`config.mk`:
```
export PLATFORM = sky130hd
export DESIGN_NAME = cam_capture_ctrl
export DESIGN_NICKNAME = d
export VERILOG_FILES = /design/src/rtl/cam_pkg.sv /design/src/rtl/cam_sync_in.sv /design/src/rtl/cam_capture_ctrl.sv
export SDC_FILE = /design/constraint.sdc
export NUM_CORES = 1
export LEC_CHECK = 0
export BUFFER_PORTS_ARGS = -buffer_cell sky130_fd_sc_hd__clkbuf_2
export CORE_ASPECT_RATIO = 0.75
export CORE_MARGIN = 2
export CORE_UTILIZATION = 35
export CTS_BUF_LIST = sky130_fd_sc_hd__clkbuf_8
export DETAILED_ROUTE_END_ITERATION = 8
export HOLD_SLACK_MARGIN = 0.02
export PLACE_DENSITY = 0.51
export RECOVER_POWER = 100
export SYNTH_ARGS = -nofsm -noshare
export SYNTH_HDL_FRONTEND = slang
export SYNTH_SLANG_ARGS = --single-unit
```
`constraint.sdc`:
```
create_clock -name clk -period 1.9 [get_ports clk]
set_input_delay 0 -clock clk [delete_from_list [all_inputs] [get_ports clk]]
set_output_delay 0 -clock clk [all_outputs]
set_load 0.02 [all_outputs]
```
`src/rtl/cam_pkg.sv`:
```
// Shared types and constants for the camera capture path: screen geometry
// defaults, state encoding and the RGB565 -> RGB332 packing rule.
package cam_pkg;

    localparam int CAM_SCREEN_X_DEF = 160;
    localparam int CAM_SCREEN_Y_DEF = 120;
    localparam int AW_DEF           = 15;
    localparam int DW_DEF           = 8;

    localparam logic [7:0] RGB332_BLACK = 8'h00;

    typedef enum logic [2:0] {
        ST_IDLE,
        ST_ARM,
        ST_SYNC,
        ST_HI,
        ST_LO,
        ST_WRBG,
        ST_DONE
    } cam_state_e;

    // Keep the top bits of each colour field: R[4:2], G[5:3], B[4:3].
    function automatic logic [7:0] rgb565_to_332(input logic [7:0] hi, input logic [7:0] lo);
        return {hi[7:5], hi[2:0], lo[4:3]};
    endfunction

endpackage

```
`src/rtl/cam_sync_in.sv`:
```
// Brings the asynchronous camera bus into the system clock domain and
// flags each rising edge of the camera pixel clock.
module cam_sync_in (
    input  logic       clk_i,
    input  logic       rst_ni,
    input  logic       pclk_i,
    input  logic       vsync_i,
    input  logic       href_i,
    input  logic [7:0] data_i,
    output logic       pclk_rise_o,
    output logic       vsync_o,
    output logic       href_o,
    output logic [7:0] data_o
);

    logic [1:0] pclk_q;
    logic [1:0] vsync_q;
    logic [1:0] href_q;
    logic       pclk_prev_q;
    logic [7:0] data0_q, data1_q, data2_q;

    always_ff @(posedge clk_i or negedge rst_ni) begin
        if (!rst_ni) begin
            pclk_q      <= '0;
            vsync_q     <= '0;
            href_q      <= '0;
            pclk_prev_q <= 1'b0;
            data0_q     <= '0;
            data1_q     <= '0;
            data2_q     <= '0;
        end else begin
            pclk_q      <= {pclk_q[0], pclk_i};
            vsync_q     <= {vsync_q[0], vsync_i};
            href_q      <= {href_q[0], href_i};
            pclk_prev_q <= pclk_q[1];
            // One stage deeper than the control path so the byte seen on
            // pclk_rise was launched well before that camera edge.
            data0_q     <= data_i;
            data1_q     <= data0_q;
            data2_q     <= data1_q;
        end
    end

    assign pclk_rise_o = pclk_q[1] & ~pclk_prev_q;
    assign vsync_o     = vsync_q[1];
    assign href_o      = href_q[1];
    assign data_o      = data2_q;

endmodule

```
`src/rtl/cam_capture_ctrl.sv`:
```
// Camera-to-frame-buffer write sequencer: packs byte pairs into RGB332 pixels,
// clips to the screen window and closes each frame with one background write.
module cam_capture_ctrl
    import cam_pkg::*;
#(
    parameter int               CAM_SCREEN_X = CAM_SCREEN_X_DEF,
    parameter int               CAM_SCREEN_Y = CAM_SCREEN_Y_DEF,
    parameter int               AW           = AW_DEF,
    parameter int               DW           = DW_DEF,
    parameter logic [DW-1:0]    BG_COLOR     = DW'(RGB332_BLACK)
) (
    input  logic          clk,
    input  logic          rst,
    input  logic          cam_pclk,
    input  logic          cam_vsync,
    input  logic          cam_href,
    input  logic [7:0]    cam_data,
    input  logic          cap_start,
    input  logic          cap_continuous,
    output logic          cap_busy,
    output logic          cap_done,
    output logic [7:0]    frame_cnt,
    output logic          err_odd,
    output logic [AW-1:0] mem_addr,
    output logic [DW-1:0] mem_data,
    output logic          mem_we,
    output cam_state_e    dbg_state_o
);

    localparam int            CW         = $clog2(CAM_SCREEN_X + 1);
    localparam int            RW         = $clog2(CAM_SCREEN_Y + 1);
    localparam logic [CW-1:0] COL_MAX    = CW'(CAM_SCREEN_X);
    localparam logic [RW-1:0] ROW_MAX    = RW'(CAM_SCREEN_Y);
    localparam logic [AW-1:0] ROW_STRIDE = AW'(CAM_SCREEN_X);
    localparam logic [AW-1:0] BG_ADDR    = AW'(CAM_SCREEN_X * CAM_SCREEN_Y);

    logic       pclk_rise, vsync_s, href_s;
    logic [7:0] data_s;

    cam_sync_in u_sync (
        .clk_i       (clk),
        .rst_ni      (rst),
        .pclk_i      (cam_pclk),
        .vsync_i     (cam_vsync),
        .href_i      (cam_href),
        .data_i      (cam_data),
        .pclk_rise_o (pclk_rise),
        .vsync_o     (vsync_s),
        .href_o      (href_s),
        .data_o      (data_s)
    );

    cam_state_e    state_q;
    logic          vsync_prev_q, href_prev_q;
    logic [CW-1:0] col_q;
    logic [RW-1:0] row_q;
    logic [AW-1:0] pix_idx_q, line_base_q;
    logic          line_pix_q;
    logic [7:0]    hi_q;
    logic          busy_q, done_q, err_odd_q, mem_we_q;
    logic [7:0]    frame_cnt_q;
    logic [AW-1:0] mem_addr_q;
    logic [DW-1:0] mem_data_q;

    logic vsync_rise, vsync_fall, href_fall, in_window;
    assign vsync_rise = vsync_s & ~vsync_prev_q;
    assign vsync_fall = ~vsync_s & vsync_prev_q;
    assign href_fall  = ~href_s & href_prev_q;
    assign in_window  = (col_q < COL_MAX) && (row_q < ROW_MAX);

    always_ff @(posedge clk or negedge rst) begin
        if (!rst) begin
            state_q      <= ST_IDLE;
            vsync_prev_q <= 1'b0;
            href_prev_q  <= 1'b0;
            col_q        <= '0;
            row_q        <= '0;
            pix_idx_q    <= '0;
            line_base_q  <= '0;
            line_pix_q   <= 1'b0;
            hi_q         <= '0;
            busy_q       <= 1'b0;
            done_q       <= 1'b0;
            err_odd_q    <= 1'b0;
            frame_cnt_q  <= '0;
            mem_we_q     <= 1'b0;
            mem_addr_q   <= '0;
            mem_data_q   <= '0;
        end else begin
            vsync_prev_q <= vsync_s;
            href_prev_q  <= href_s;
            mem_we_q     <= 1'b0;
            done_q       <= 1'b0;
            case (state_q)
                ST_IDLE: begin
                    if (cap_start) begin
                        state_q   <= ST_ARM;
                        busy_q    <= 1'b1;
                        err_odd_q <= 1'b0;
                    end
                end
                ST_ARM: begin
                    if (vsync_s) state_q <= ST_SYNC;
                end
                ST_SYNC: begin
                    if (vsync_fall) begin
                        state_q     <= ST_HI;
                        col_q       <= '0;
                        row_q       <= '0;
                        pix_idx_q   <= '0;
                        line_base_q <= '0;
                        line_pix_q  <= 1'b0;
                    end
                end
                ST_HI, ST_LO: begin
                    // Frame end wins over a coincident line end.
                    if (vsync_rise) begin
                        state_q <= ST_WRBG;
                    end else if (href_fall) begin
                        if (state_q == ST_LO) err_odd_q <= 1'b1;
                        state_q    <= ST_HI;
                        col_q      <= '0;
                        line_pix_q <= 1'b0;
                        if (line_pix_q && row_q < ROW_MAX) begin
                            row_q       <= row_q + RW'(1);
                            line_base_q <= line_base_q + ROW_STRIDE;
                            pix_idx_q   <= line_base_q + ROW_STRIDE;
                        end else begin
                            pix_idx_q   <= line_base_q;
                        end
                    end else if (pclk_rise && href_s) begin
                        if (state_q == ST_HI) begin
                            hi_q    <= data_s;
                            state_q <= ST_LO;
                        end else begin
                            state_q    <= ST_HI;
                            line_pix_q <= 1'b1;
                            if (in_window) begin
                                mem_we_q   <= 1'b1;
                                mem_addr_q <= pix_idx_q;
                                mem_data_q <= DW'(rgb565_to_332(hi_q, data_s));
                                pix_idx_q  <= pix_idx_q + AW'(1);
                            end
                            if (col_q < COL_MAX) col_q <= col_q + CW'(1);
                        end
                    end
                end
                ST_WRBG: begin
                    mem_we_q   <= 1'b1;
                    mem_addr_q <= BG_ADDR;
                    mem_data_q <= BG_COLOR;
                    state_q    <= ST_DONE;
                end
                ST_DONE: begin
                    done_q      <= 1'b1;
                    frame_cnt_q <= frame_cnt_q + 8'd1;
                    if (cap_continuous) begin
                        state_q <= ST_ARM;
                    end else begin
                        state_q <= ST_IDLE;
                        busy_q  <= 1'b0;
                    end
                end
                default: state_q <= ST_IDLE;
            endcase
        end
    end

    assign cap_busy    = busy_q;
    assign cap_done    = done_q;
    assign frame_cnt   = frame_cnt_q;
    assign err_odd     = err_odd_q;
    assign mem_addr    = mem_addr_q;
    assign mem_data    = mem_data_q;
    assign mem_we      = mem_we_q;
    assign dbg_state_o = state_q;

endmodule
```
---- Word level (Yosys, flattened, before mapping) ----
Index checks and enable logic that the tools add are counted.
cells by class
  multiplexer cells ....................... 65
  reductions and logical operators ........ 19
  order comparisons ....................... 2
  add/sub/neg operators ................... 5
  equal/unequal tests ..................... 23
  bitwise logic cells ..................... 10
operator list
  operator               count
  $mux 15                14
  $pmux 15 s2            3
  $mux 8                 11
  $pmux 8 s2             2
  $mux 7                 4
  $ne 2x2->1 const B     11
  $mux 3                 7
  $reduce_and 5->1       4
  $mux 1                 18
  $pmux 3 s6             1
  $reduce_and 6->1       3
  $add 8x1->8 const B    2
  $add 15x1->15 const B  1
  $add 15x8->15 const B  1
  $pmux 7 s2             1
  $ne 3x3->1 const B     4
  $eq 3x3->1 const B     3
  $lt 8x8->1 const B     1
  $pmux 1 s2             4
  $reduce_and 4->1       2
  $reduce_bool 2->1      4
  $add 7x1->7 const B    1
  $lt 7x7->1 const B     1
  $eq 3x2->1 const B     2
  other kinds (9)        19
word-level totals
  output and inout bits ................... 38
  register bits ........................... 125
  word-level logic and storage cells ...... 147
  input port bits ......................... 15

---- Longest topological paths before layout ----
Gate-level depths: netlist of run 1.
  depth in word-level cells ............... 8
  mapped depth ............................ 8

---- Cells and area by module ----
Synthesis of run 1 repeated with hierarchy kept, for this count alone.
second synthesis, totals
  cells, all modules ...................... 472
  area total of the unflattened synthesis .. 5152.4 um^2
modules (own cells, without submodules)
  module            times used  area each (um^2)  cells an instance  seq. area each (um^2)
  cam_capture_ctrl  1           4362.9            440                2177.1
  cam_sync_in       1           789.5             32                 775.7

---- Worst setup path before layout of run 1 ----
Ideal clock, no wire load.
  path type ............................... register to register
  from .................................... reg state_q[0] (netlist: dbg_state_o[0])
  to ...................................... reg row_q[5]
  data arrival time ....................... 1.880 ns
  period minus slack after synthesis ...... 1.958 ns
  cell stages (with the launch flop) ...... 8
  required time ........................... 1.823 ns
  path slack .............................. -0.058 ns
  cell sequence ........................... dfrtp_1 buf_2 and3b_1 buf_2 nor2_4 o22ai_2 or4_1 a21oi_1
between the ends
  word-level cells in the longest chain between the ends .. 4
  elaborated cells between the ends (all ways) .. 11
  those cells by class .................... 7 x eq/ne; 1 x mux; 3 x reduce/logical
ends and longest elaborated chain
  element                                                                  RTL line                 source
  start, declared                                                          cam_capture_ctrl.sv:53   cam_state_e state_q;
  start signal, assigned                                                   cam_capture_ctrl.sv:73   state_q <= ST_IDLE;
  start signal, assigned                                                   cam_capture_ctrl.sv:97   state_q <= ST_ARM;
  start signal, assigned                                                   cam_capture_ctrl.sv:103  if (vsync_s) state_q <= ST_SYNC;
  $eq 3x3->1 / $eq 3x2->1 (equally long branches)                          cam_capture_ctrl.sv:94   case (state_q)
  $reduce_or 2->1                                                          cam_capture_ctrl.sv:94
  $ne 2x2->1 (no source line) / $reduce_bool 2->1 (equally long branches)  --
  $reduce_and 5->1 (no source line)                                        --
  end signal, assigned                                                     cam_capture_ctrl.sv:125  row_q <= row_q + RW'(1);
  end, declared                                                            cam_capture_ctrl.sv:56   logic [RW-1:0] row_q;
Several ways; a longest one is shown, not always the timed one.
A chain may end at the register's enable or synchronous reset.

---- Worst setup path in the final report of run 1 ----
  from .................................... reg state_q[1] (netlist: dbg_state_o[1])
  to ...................................... reg row_q[5]
Same word-level chain as after synthesis.

==> results of run 1 <==
-- critical path, stage by stage, from the launching register on --
cell and delay [ns]:
dfrtp_2 0.45, and3b_2 0.30, buf_6 0.14, nor2_4 0.22, o22ai_4 0.11, or4_4 0.49, a21oi_2 0.13
-- report_power, final --
| group | total (W) | switching (W) | leakage (nW) | internal (W) |
|---|---|---|---|---|
| clock | 0.00234 | 0.00109 | 0.205 | 0.00125 |
| sequential | 0.00316 | 0.000277 | 1.54 | 0.00289 |
| combinational | 0.00292 | 0.00174 | 1.21 | 0.00119 |
-- sequential cells by signal, summed over array words and instances (netlist names) --
name and flops:
u_sync.data1_q 8, u_sync.data0_q 8, line_pix_q 1, frame_cnt 8, pix_idx_q 15, col_q 8, hi_q 6, line_base_q 10
cap_busy 1, vsync_prev_q 1, u_sync.vsync_q 2, u_sync.href_q 2, u_sync.pclk_q 2, err_odd 1, cap_done 1, row_q 7
href_prev_q 1, u_sync.pclk_prev_q 1, mem_data 8, u_sync.data_o 8, dbg_state_o 3, mem_we 1, mem_addr 15
-- stage by stage --
step | worst slack, ns | total power [W] | utilization [%]
floorplan | -0.00384 | 0.00486 | -
global placement | 0.0422 | 0.00593 | 42.2
detailed placement | -0.0117 | 0.00598 | 42.2
CTS | 0.00502 | 0.00840 | 46.0
global route | -0.0948 | 0.00900 | 46.4
finish | -0.00536 | 0.00843 | 46.4
-- timing repair --
item | in CTS | in global routing
buffers inserted | 0 | 3
hold endpoints to repair | 132 | 0
pin swaps | 2 | 8
hold buffers | 15 | 0
gates resized for setup | 1 | 26
endpoints found under the setup margin | 4 | 47
-- cells by family after synthesis --
group	after synthesis
simple gates	187
compound gates	139
flops	118
buf+inv	34
xor+xnor	17
mux	9
fa+ha+maj	5
-- area by class of cell --
class | count | area (sq um)
sequential | 118 | 2950
tap | 200 | 250
timing repair buffer | 125 | 856
clock inverter | 13 | 145
fill | 1411 | 7820
inverter | 9 | 33.8
multi-input combinational | 357 | 2280
clock buffer | 19 | 262
-- layout by cell type, fill, tap and decap left out, drive strengths merged, types with 3 or more instances in the layout --
| master | n |
|---|---|
| a21o | 3 |
| a21oi | 19 |
| a22o | 3 |
| a32o | 3 |
| and2 | 7 |
| and4 | 3 |
| buf | 56 |
| clkbuf | 73 |
| clkinv | 3 |
| dfrtp | 118 |
| dlygate4sd3 | 15 |
| ha | 5 |
| inv | 15 |
| mux2 | 8 |
| nand2 | 71 |
| nand2b | 10 |
| nand3 | 13 |
| nand3b | 4 |
| nand4 | 10 |
| nor2 | 32 |
| nor2b | 5 |
| nor3 | 6 |
| nor4 | 7 |
| o21a | 4 |
| o21ai | 63 |
| o221ai | 4 |
| o22ai | 7 |
| o31ai | 16 |
| o41ai | 4 |
| or3 | 5 |
| xnor2 | 7 |
| xor2 | 10 |
-- metal layers --
| metal | vias up | part of all wire [%] | GRT usage [%] |
|---|---|---|---|
| li1 | 2072 | - | - |
| met1 | 2072 | 50 | 23.4 |
| met2 | 100 | 44 | 25.6 |
| met3 | 11 | 4.4 | 4.03 |
| met4 | 0 | 0.83 | 4.83 |
| met5 | - | 0 | 0 |
-- worst paths after layout --
check                                        from                end  slack (ns)  cells past startpoint
worst max-delay path               dbg_state_o[1]           row_q[5]      -0.005                      6
worst min-delay path                          rst        mem_data[5]        0.19                      2
worst max register to register     dbg_state_o[1]           row_q[5]      -0.005                      6
worst min register to register  u_sync.data0_q[6]  u_sync.data1_q[6]        0.34                      0
max in group asynchronous                     rst           row_q[4]        0.55                      3
min in group clk                      cam_data[5]  u_sync.data0_q[5]        0.22                      2
==> results.txt, run 1 <==
----------------------------------------------------
[Routing]
  Count of TritonRoute iterations in the first routing pass ... 5
  Aggregate routed wire length ... 12700 um
  Final routed wire length divided by cell count ... between 15 and 20 um
  Average via count per standard cell ... just over 5
  Remaining antenna violation count ... 0
  Routed vias ... 4255
  Starting DRT DRC Count ... between 200 and 300
  Residual DRC ... 0

[Outcome]
  Violated checks ... negative setup slack
  Status ... complete, but fails checks

[Run]
  Number of max-capacitance violations reported ... 0

[Layout]
  Layout-stage area growth over the synthesis result ... 28.4%
  Final cell area excluding filler cells ... 6780 sq um
  Final Non-Filler Cells ... approximately 840
  Post-layout net count ... approximately 650
  Number of antenna cells inserted ... 0
  Fraction of layout cells with a size suffix above 1 ... a little over a fifth

[Worst setup path]
  Critical Setup Path Class ... reg -> reg
  Worst Path Required ... 2.25 ns
  Kind of end point of the critical path ... flop
  Crit path DAT ... ~2.3 ns
  Maximum fanout along the worst path ... 8
  Setup crit start kind ... flop

[Synth]
  Synth Area in Compound Gates ... between 10% and 20%
  Most instantiated flip-flop cell in the synthesis netlist ... dfrtp_1
  Xor/xnor share of the synthesized area ... 2.82%
  Arithmetic-cell share of the synthesized area counting full adders, half adders and majority gates ... 1.19%
  Sequential-to-total area share from yosys stat ... 55.9%
  Yosys synthesis warning count ... 0
  Syn Inst Count ... 509
  Multiplexer area fraction after synthesis ... under 10%
  Main combinational cell family by area after synthesis ... simple AND/OR/NAND/NOR gates
  Mean instance size in the synthesized netlist ... 10.4 sq um
  Cell variety after synth ... 60
  Flop and latch count out of synthesis ... 118
  Synth cell count leaders ... 118 x dfrtp_1, 71 x nand2_1, 63 x o21ai_0
  Number of flops mapped to enable cells by yosys ... 0
  Cell area after synthesis ... 5280 sq um
  Net Count, Synth ... roughly 530
  Cell with the most instances after synthesis ... dfrtp_1
  Fraction of the mapped netlist area in simple logic gates ... 18.6%
  Main area contributors after synthesis ... dfrtp_1 56%, o21ai_0 6.0%, nand2_1 5.0%, o31ai_1 2.3%, nor2_1 2.2%
  Share of the synthesized area in the top cell type ... 55.9%
  Area leader, netlist ... dfrtp_1
  Fraction of synthesis flops using an asynchronous set or reset pin ... 100%

[Placed design]
  Port Buffers ... 52
  Routability congestion estimate from global placement ... about 0.87
  Post-DP HPWL ... 8930 um
  Cell count after placement ... 791
  Total cell area at the placement stage ... 6150 sq um

[STA]
  Slew Limit Headroom ... 46.3%
  Number of endpoints with negative hold slack in the final report ... 0
  Fmax achieved ... 525 MHz
  Least-Margin Pin Slew ... 0.806 ns
  Period utilization ... 100%
  Final worst clock skew ... 0.0103 ns
  Setup slack after layout ... -0.00536 ns
  Setup repair after global routing missed its margin ... yes
  Final Max Slew Viols ... 0
  Setup-failing EPs final ... 1
  Final critical-path required period ... between 1.5 and 2 ns
  Final TNS setup ... -0.00536 ns
  WHS ... approximately 0.19 ns

[Clocking]
  CTS sink cnt ... 118
  Cts bufs inserted ... 17
  Clock latency at the later pin of the worst-skew pair ... 0.42 ns
  Cell at the root of the clock tree ... clkbuf_8
  Maximum clock path buffer count ... 2
  Clock-pin slew on the worst setup and hold paths ... about 0.080 ns
  CTS tree ... done
  CTS HTree Levels ... 4

[Floorplanning]
  Ports placed on the boundary ... 53
  Die ar. ... 16100 sq um
  Horizontal die dimension ... 146 um
  Starting utilization of the core area ... a little over a third
  Std-Cell Rows ... 38
  Die extent in y ... ~110 um
  Core Box Area ... 14600 sq um

[Global routing]
  Vias in the first global route ... 4097
  Total routing usage reported by global routing ... 16.6%
  Overflow left after global routing ... 0
  Initial antenna violation count ... 0
  Global-route wire length before repair ... ~21000 um
  Pin count of the biggest net entering global routing ... 69

[Pwr]
  IR drop worst, VDD ... 682 uV
  Power density cells ... about 1200 nW/um^2
  Leakage dissipation ... between 2 and 3 nW

[Hold path]
  Min-Delay Path Class ... in -> async

----------------------------------------------------
Power figures use the tool's default switching activity.
==> inputs of run 2 (changes only) <==
--- a/config.mk
+++ b/config.mk
@@ -8,11 +8,11 @@
 export BUFFER_PORTS_ARGS = -buffer_cell sky130_fd_sc_hd__clkbuf_2
 export CORE_ASPECT_RATIO = 0.75
 export CORE_MARGIN = 2
-export CORE_UTILIZATION = 35
+export CORE_UTILIZATION = 47
 export CTS_BUF_LIST = sky130_fd_sc_hd__clkbuf_8
 export DETAILED_ROUTE_END_ITERATION = 8
 export HOLD_SLACK_MARGIN = 0.02
-export PLACE_DENSITY = 0.51
+export PLACE_DENSITY = 0.65
 export RECOVER_POWER = 100
 export SYNTH_ARGS = -nofsm -noshare
 export SYNTH_HDL_FRONTEND = slang
==> run 2 against run 1 <==
  * The flow now finishes without violations
  * Via count up 1.4%
  * Hold slack improved by 0.0080 ns
  * Maximum frequency grew 1.1%
  * Register-to-register slack better by 0.02 ns
  * Sequential cell count is the same
  * Clock power increased by 2%
  * Final cell count shrank 6.9%
  * Global-route usage is 5.0 points higher
  * Combinational power is essentially flat
  * Critical endpoint unchanged
  * Largest cell class unchanged
  * Largest power group unchanged
  * Highest routed layer unchanged
==> results.txt, run 2 (synthesis results as in run 1) <==
----------------------------------------------------
[Pwr]
  IR drop worst, VDD ... 742 uV
  Sequential share of power ... 37.4%
  Clock group share of total power ... 28.1%
  Leakage dissipation ... just under 3 nW
  Power density cells ... 1260 nW/um^2
  Net Switching ... 0.00304 W
  Switching portion of total power ... 35.9%
  Overall power ... 0.00847 W
  Comb pwr share ... 34.5%
  Internal Power ... 0.00543 W

[Routing]
  Routed vias ... 4314
  Remaining antenna violation count ... 0
  Average via count per standard cell ... roughly 5.5
  Count of TritonRoute iterations in the first routing pass ... 4
  Residual DRC ... 0
  Starting DRT DRC Count ... 241
  Aggregate routed wire length ... 12000 um
  Final routed wire length divided by cell count ... approximately 15 um

[Worst setup path]
  Worst Path Required ... 2.26 ns
  Worst reg-to-reg path cell count ... 5
  Maximum fanout along the worst path ... 11
  Terminus of the critical flop-to-flop path ... row_q[5]
  Critical Setup Path Class ... reg -> reg
  FF-to-FF setup slack ... 0.02 ns
  Setup crit start kind ... flop
  Crit path DAT ... 2.24 ns
  Kind of end point of the critical path ... flop
  Worst R2R Start ... row_q[5]

[Layout]
  Fraction of layout cells with a size suffix above 1 ... a little under a quarter
  Commonest cells after routing, fill and taps aside ... 116 x dfrtp_1, 71 x nand2_1, 59 x o21ai_0
  Post-layout net count ... 651
  Layout-stage area growth over the synthesis result ... 27.7%
  Number of antenna cells inserted ... 0
  Most common cell after layout, fill and taps aside ... dfrtp_1

[Run]
  Number of max-capacitance violations reported ... 0

[Floorplanning]
  Die ar. ... 12100 sq um
  Std-Cell Rows ... 33
  Horizontal die dimension ... 126 um
  Starting utilization of the core area ... 48.2%
  Ports placed on the boundary ... 53
  Core Box Area ... 10900 sq um
  Die extent in y ... 95.8 um

[Placed design]
  Post-DP HPWL ... 8510 um
  Port Buffers ... 52
  Routability congestion estimate from global placement ... slightly above 0.9

[Clocking]
  Clock-pin slew on the worst setup and hold paths ... 0.07 ns
  Cts bufs inserted ... 17
  CTS tree ... done
  Clock latency at the later pin of the worst-skew pair ... 0.43 ns
  CTS HTree Levels ... 4
  CTS sink cnt ... 118
  Maximum clock path buffer count ... 2
  Cell at the root of the clock tree ... clkbuf_8

[Global routing]
  Pin count of the biggest net entering global routing ... 46
  Total routing usage reported by global routing ... ~22%
  Global-route wire length before repair ... slightly above 20000 um
  Vias in the first global route ... 4213
  Overflow left after global routing ... 0
  Initial antenna violation count ... 0

[Outcome]
  Status ... finished, final reports clean

[STA]
  WHS ... ~0.2 ns
  Least-Margin Pin Slew ... 0.832 ns
  Number of endpoints with negative hold slack in the final report ... 0
  Final Max Slew Viols ... 0
  Setup-failing EPs final ... 0
  Fmax achieved ... 531 MHz
  Final TNS setup ... 0 ns
  Slew Limit Headroom ... 44.5%
  Final worst clock skew ... 0.00963 ns
  Period utilization ... between 90 and 100%
  Final critical-path required period ... 1.88 ns
  Setup repair after global routing missed its margin ... yes

[Hold path]
  Min-Delay Path Class ... in -> async

----------------------------------------------------
-- run 2: power groups by stage --
stage	Sequential [W]	Clock, W	Combinational, W
after CTS	0.00317	0.00244	0.00274
final	0.00317	0.00238	0.00293
after detailed placement	0.00321	0	0.00270
after floorplan	0.00341	0	0.00145
after global placement	0.00319	0	0.00265
after global routing	0.00322	0.00256	0.00323
-- run 2: worst max path at each step --
stage	start	endpoint	slack, ns
2_1_floorplan	dbg_state_o[0]	row_q[5]	-0.004
3_3_place_gp	dbg_state_o[2]	pix_idx_q[3]	0.07
3_5_place_dp	u_sync.vsync_q[1]	row_q[5]	-0.04
4_1_cts	u_sync.href_q[1]	row_q[5]	0.01
5_1_grt	u_sync.vsync_q[1]	row_q[2]	-0.07
6_report	row_q[5]	row_q[5]	0.02
-- run 2: worst max-delay path, cell delays in order (launching register included) --
cell and delay, ns:
dfrtp_1 0.44, and4_4 0.27, nor4_4 0.36, o22ai_4 0.12, or4_4 0.50, a21oi_2 0.13
-- run 2: area by class of cell --
| cell class | count | area, sq um |
|---|---|---|
| Timing Repair Buffer | 128 | 861 |
| Fill cell | 899 | 4200 |
| Clock inverter | 12 | 154 |
| Tap cell | 140 | 175 |
| Multi-Input combinational cell | 357 | 2300 |
| Inverter | 9 | 33.8 |
| Sequential cell | 118 | 2960 |
| Clock buffer | 19 | 262 |
-- run 2: routing by layer --
layer	vias up	wire, um	GRT usage (%)
met3	13	572	6.06
met4	0	161	7.88
li1	2083	-	-
met5	-	0	0
met2	114	5460	33.3
met1	2104	5850	29.5
-- run 2: timing repair --
action | in CTS | in global routing
pin swaps | 1 | 8
hold endpoints to repair | 132 | 0
gates resized for setup | 3 | 30
buffers inserted | 1 | 6
setup endpoints to repair | 5 | 31
hold buffers | 15 | 0
-- run 2: through the flow --
stage	cell area, sq um	cells	util, %	setup slack [ns]
floorplan	5300	509	-	-0.00384
global placement	6070	730	55.5	0.0736
detailed placement	6070	730	55.5	-0.0386
CTS	6660	777	60.8	0.00970
global route	6740	783	61.6	-0.0656
finish	6740	783	61.6	0.0154
